`src/rtl/cdb_arbiter.sv`:
```
// Round-robin common-data-bus arbiter: grants one functional-unit result per cycle
// and drives it onto a registered bus. Define CDB_ARBITER_PERF_EN for perf counters.
module cdb_arbiter #(
    parameter int NUM_REQ = 4
) (
    input  logic                        clk,
    input  logic                        rst,
    input  logic                        flush,
    input  logic [NUM_REQ-1:0]          req_valid,
    input  logic [NUM_REQ*3-1:0]        req_tag,
    input  logic [NUM_REQ*32-1:0]       req_data,
    output logic [NUM_REQ-1:0]          req_ready,
    output logic                        cdb_valid,
    output logic [34:0]                 cdb_out,
    output logic [$clog2(NUM_REQ)-1:0]  cdb_src
`ifdef CDB_ARBITER_PERF_EN
    ,
    output logic [31:0]                 perf_grants,
    output logic [31:0]                 perf_conflicts
`endif
);

    localparam int IW = $clog2(NUM_REQ);
    localparam logic [IW:0]   NUM_REQ_W = (IW+1)'(NUM_REQ);
    localparam logic [IW-1:0] LAST_IDX  = IW'(NUM_REQ - 1);

    // True when two or more request bits are set (clearing the lowest set bit leaves a residue).
    function automatic logic multi_hot(input logic [NUM_REQ-1:0] v);
        return ((v & (v - NUM_REQ'(1))) != '0);
    endfunction

    logic [IW-1:0]      r_ptr;
    logic               r_cdb_valid;
    logic [34:0]        r_cdb_out;
    logic [IW-1:0]      r_cdb_src;

    logic [IW:0]        w_cand;
    logic               w_found;
    logic [IW-1:0]      w_gidx;
    logic               w_xfer;
    logic [NUM_REQ-1:0] w_grant;
    logic [2:0]         w_tag_sel;
    logic [31:0]        w_data_sel;
    logic [IW-1:0]      w_ptr_next;

    // Scan from the priority pointer with modular wrap; the first valid requester wins.
    always_comb begin
        w_found = 1'b0;
        w_gidx  = '0;
        w_cand  = '0;
        for (int k = 0; k < NUM_REQ; k++) begin
            w_cand = {1'b0, r_ptr} + (IW+1)'(k);
            if (w_cand >= NUM_REQ_W) begin
                w_cand = w_cand - NUM_REQ_W;
            end else begin
                w_cand = w_cand;
            end
            if (!w_found && req_valid[w_cand[IW-1:0]]) begin
                w_found = 1'b1;
                w_gidx  = w_cand[IW-1:0];
            end else begin
                w_found = w_found;
            end
        end
    end

    assign w_xfer = rst && !flush && w_found;

    // Grant is suppressed during reset and flush, so no transfer can happen then.
    always_comb begin
        w_grant = '0;
        if (w_xfer) begin
            w_grant[w_gidx] = 1'b1;
        end else begin
            w_grant = '0;
        end
    end

    assign req_ready  = w_grant;
    assign w_tag_sel  = req_tag[w_gidx*3 +: 3];
    assign w_data_sel = req_data[w_gidx*32 +: 32];
    assign w_ptr_next = (w_gidx == LAST_IDX) ? '0 : (w_gidx + IW'(1));

    // Bus register and priority pointer; non-transfer cycles hold word/source and drop valid.
    always_ff @(posedge clk) begin
        if (!rst) begin
            r_cdb_valid <= 1'b0;
            r_cdb_out   <= 35'd0;
            r_cdb_src   <= '0;
            r_ptr       <= '0;
        end else begin
            if (w_xfer) begin
                r_cdb_valid <= 1'b1;
                r_cdb_out   <= {w_tag_sel, w_data_sel};
                r_cdb_src   <= w_gidx;
                r_ptr       <= w_ptr_next;
            end else begin
                r_cdb_valid <= 1'b0;
            end
        end
    end

    assign cdb_valid = r_cdb_valid;
    assign cdb_out   = r_cdb_out;
    assign cdb_src   = r_cdb_src;

`ifdef CDB_ARBITER_PERF_EN
    logic [31:0] r_perf_grants;
    logic [31:0] r_perf_conflicts;
    logic        w_conflict;

    assign w_conflict = !flush && multi_hot(req_valid);

    // Free-running event counters; they wrap naturally at 2^32.
    always_ff @(posedge clk) begin
        if (!rst) begin
            r_perf_grants    <= 32'd0;
            r_perf_conflicts <= 32'd0;
        end else begin
            if (w_xfer) begin
                r_perf_grants <= r_perf_grants + 32'd1;
            end else begin
                r_perf_grants <= r_perf_grants;
            end
            if (w_conflict) begin
                r_perf_conflicts <= r_perf_conflicts + 32'd1;
            end else begin
                r_perf_conflicts <= r_perf_conflicts;
            end
        end
    end

    assign perf_grants    = r_perf_grants;
    assign perf_conflicts = r_perf_conflicts;
`endif

endmodule

```
`config.mk`:
```
export PLATFORM = sky130hd
export DESIGN_NAME = cdb_arbiter
export DESIGN_NICKNAME = d
export VERILOG_FILES = /design/src/rtl/cdb_arbiter.sv
export SDC_FILE = /design/constraint.sdc
export NUM_CORES = 1
export LEC_CHECK = 0
export BUFFER_PORTS_ARGS = -buffer_cell sky130_fd_sc_hd__buf_4
export CORE_ASPECT_RATIO = 0.75
export CORE_MARGIN = 5
export CORE_UTILIZATION = 43
export DETAILED_ROUTE_END_ITERATION = 8
export GPL_ROUTABILITY_DRIVEN = 0
export PLACE_DENSITY = 0.91
export REMOVE_ABC_BUFFERS = 1
export SLEW_MARGIN = 20
export SYNTH_ARGS = -nofsm -noshare
export SYNTH_HDL_FRONTEND = slang
export SYNTH_SLANG_ARGS = --single-unit
```
`constraint.sdc`:
```
create_clock -name clk -period 3 [get_ports clk]
set_clock_uncertainty 0.2 [all_clocks]
set_input_delay 0.6 -clock clk [delete_from_list [all_inputs] [get_ports clk]]
set_output_delay 0.6 -clock clk [all_outputs]
set_load 0.02 [all_outputs]
```
==> summary.txt <==
Route
  – DRC errors left: 0
  – Vias per cell: 5.62
  – WL per Instance: 17.6 um
  – Initial drt markers: 121
  – Routed Antenna Nets: 0
  – Total Wirelength: 10.1 mm
  – Via count: 3233
  – Drt first pass iters: 4

Clock tree
  – Clock buffer count from CTS: 5
  – Clock root buffer: clkbuf_8
  – CTS tree: built
  – H-tree levels: 2
  – Clk slew on worst S/H paths: 0.07 ns
  – Clk buf depth: 2
  – Clock Sinks: 40
  – Clock latency on the worst-skew pair: 0.28 ns

Min path
  – Min-Delay Path Class: reg -> reg

Finish
  – FILL cells: 571
  – Antenna diodes: 0
  – Fin util: 64.8%
  – Multi-input gate area in the final layout: 0.00186 mm^2
  – Share of cells above drive strength 1: 53.0%
  – Syn-to-layout area delta: 48.2%
  – Register area: 801 um^2
  – Fin nets: 638
  – Post-route insts no fill: 575

Timing
  – Worst Setup Slack, final: 0.0418 ns
  – Min cycle time layout: 2.96 ns
  – Max frequency: 338 MHz
  – Final Cycle Share: 98.6%
  – Least-Margin Pin Slew: 0.640 ns
  – Rel. slew slack: 57.4%
  – Final Setup Violations: 0
  – Slew Limit Fails: 0
  – RSZ-0062 raised after global routing: false
  – Fin. Hold Viols: 0

Setup path
  – Critical Path Fanout Max: 4
  – CP Capture Type: primary output
  – Worst EP arrival: 2.16 ns
  – Worst Setup Start Kind: primary input
  – Critical path type: in -> out
  – Crit path required time: 2.20 ns

Global route
  – Largest net degree at the start of global routing: 71
  – Total gr overflow: 0
  – Gr usage total: 22.2%
  – First-pass GRT wire length: 15.6 mm
  – Vias in the first global route: 3219
  – Antenna violations before repair: 0

Floorplanning
  – Effective utilization at floorplan: 43.7%
  – IO Count: 189
  – Placeable Area: 0.00673 mm^2
  – Die Ht: 81.7 um
  – Die area: 0.00862 mm^2
  – Row cnt: 26
  – DIE WIDTH: 106 um

Place
  – Final HPWL DP: 7.32 mm
  – Pre-CTS setup slack: -0.0333 ns
  – Dpl cells: 567
  – I/O Buffers: 188

Synth
  – Mapped Area: 0.00295 mm^2
  – Async SR Flop Fraction: 0%
  – Yosys warning count: 0
  – Synthesized instance count: 325
  – Synth Area per Inst: 9.06 um^2
  – Number of synthesized flops with an enable pin: 0
  – Post-synthesis sequential area ratio: 27.2%
  – Synth cell types: 30
  – #FFs+latches synth: 40
  – Synth Flop Type: dfxtp_1

Run status
  – Run status: finished clean

Power
  – Final Power: 1880 uW
  – Static leakage: 0.00203 uW
  – Power density over the cells: 431 mW/mm^2
  – Worst VDD drop: 0.196 mV

Flow run
  – Max Cap Viol: 0
[through the flow]
stage | hold WS (ns) | instance area, um^2 | setup TNS (ns)
floorplan | 0.268 | 2630 | -192.39
global placement | 0.236 | 4270 | 0
detailed placement | 0.241 | 4270 | -0.0520
CTS | 0.260 | 4370 | 0
global route | 0.276 | 4370 | 0
finish | 0.258 | 4370 | 0
[metal layers]
| layer | up-vias | GRT usage, % | routed length [um] |
|---|---|---|---|
| met1 | 1532 | 25.5 | 4080 |
| li1 | 1568 | - | - |
| met4 | 0 | 5.82 | 112 |
| met5 | - | 0 | 0 |
| met2 | 125 | 42.0 | 5130 |
| met3 | 8 | 5.34 | 825 |
[what timing repair did]
action	4_1_cts	5_1_grt
buffers inserted	0	0
setup endpoints to repair	1	0
hold buffers	0	0
gates resized for setup	1	0
endpoints found under the hold margin	0	0
[power by group]
| group | switching [uW] | internal, uW |
|---|---|---|
| clock | 178 | 188 |
| combinational | 473 | 410 |
| sequential | 38.2 | 596 |
| total | 689 | 1190 |
[critical path, stage by stage]
cell and delay [ns]:
buf_4 0.12, nor2b_1 0.15, or4_2 0.74, nand2_8 0.11
ha_1 0.15, and3_1 0.15, buf_4 0.14
[sequential cells by signal (all words and copies together), names as in the netlist]
signal and cells:
cdb_out 35, cdb_src 2, cdb_valid 1, r_ptr 2
[cells by family after synthesis]
family / count (synthesis) / synth area share [%]
AO/OA/AOI/OAI: 111 / 36.9
adder cells (fa/ha/maj): 1 / 0.425
buffers and inverters: 41 / 10.9
flip-flops: 40 / 27.2
AND/OR/NAND/NOR: 132 / 24.6
[area by class of cell]
type	count	area share, %
Clock buffer	8	2.06
Sequential cell	40	18.3
Inverter	2	0.172
Multi-Input combinational cell	244	42.6
Tap cell	84	2.41
Timing Repair Buffer	197	34.5
[final timing paths]
kind | startpoint | endpoint | slack [ns] | depth (start not counted)
max | req_valid[0] | req_ready[3] | 0.04 | 7
min | cdb_out[33] | cdb_out[33] | 0.26 | 2
max reg2reg | r_ptr[0] | cdb_out[10] | 0.48 | 6
min reg2reg | cdb_out[33] | cdb_out[33] | 0.26 | 2
[placed cells by master, fill, tap and decap left out, drive strengths merged]
cell type / Yosys / final
dfxtp: 40 / 40
or3: 1 / 1
nor3: 3 / 3
nor2b: 5 / 5
nor2: 4 / 4
or4b: 1 / 1
nor3b: 1 / 1
inv: 2 / 2
buf: 21 / 197
or4: 1 / 1
clkbuf: 18 / 8
nand2: 42 / 42
a2bb2oi: 1 / 1
a211oi: 70 / 70
o31ai: 35 / 35
and3: 71 / 71
nand3: 3 / 3
a21oi: 1 / 1
o21ai: 1 / 1
a21boi: 2 / 2
ha: 1 / 1
o32ai: 1 / 1
[cells in the mapped netlist, types with 3 or more instances]
library cell	number	share of area (%)
nand3_1	3	0.51
dfxtp_1	40	27
buf_2	3	0.51
nor2_1	4	0.51
o31ai_2	8	3.4
clkbuf_1	11	1.4
o31ai_1	27	6.9
clkbuf_2	7	1.2
nor3_1	3	0.51
buf_12	3	2.0
buf_6	11	4.2
buf_4	3	0.76
nand2_1	41	5.2
a211oi_1	27	6.9
and3_1	71	15
nor2b_1	5	1.1
a211oi_2	43	18
Power figures use the tool's default switching activity.
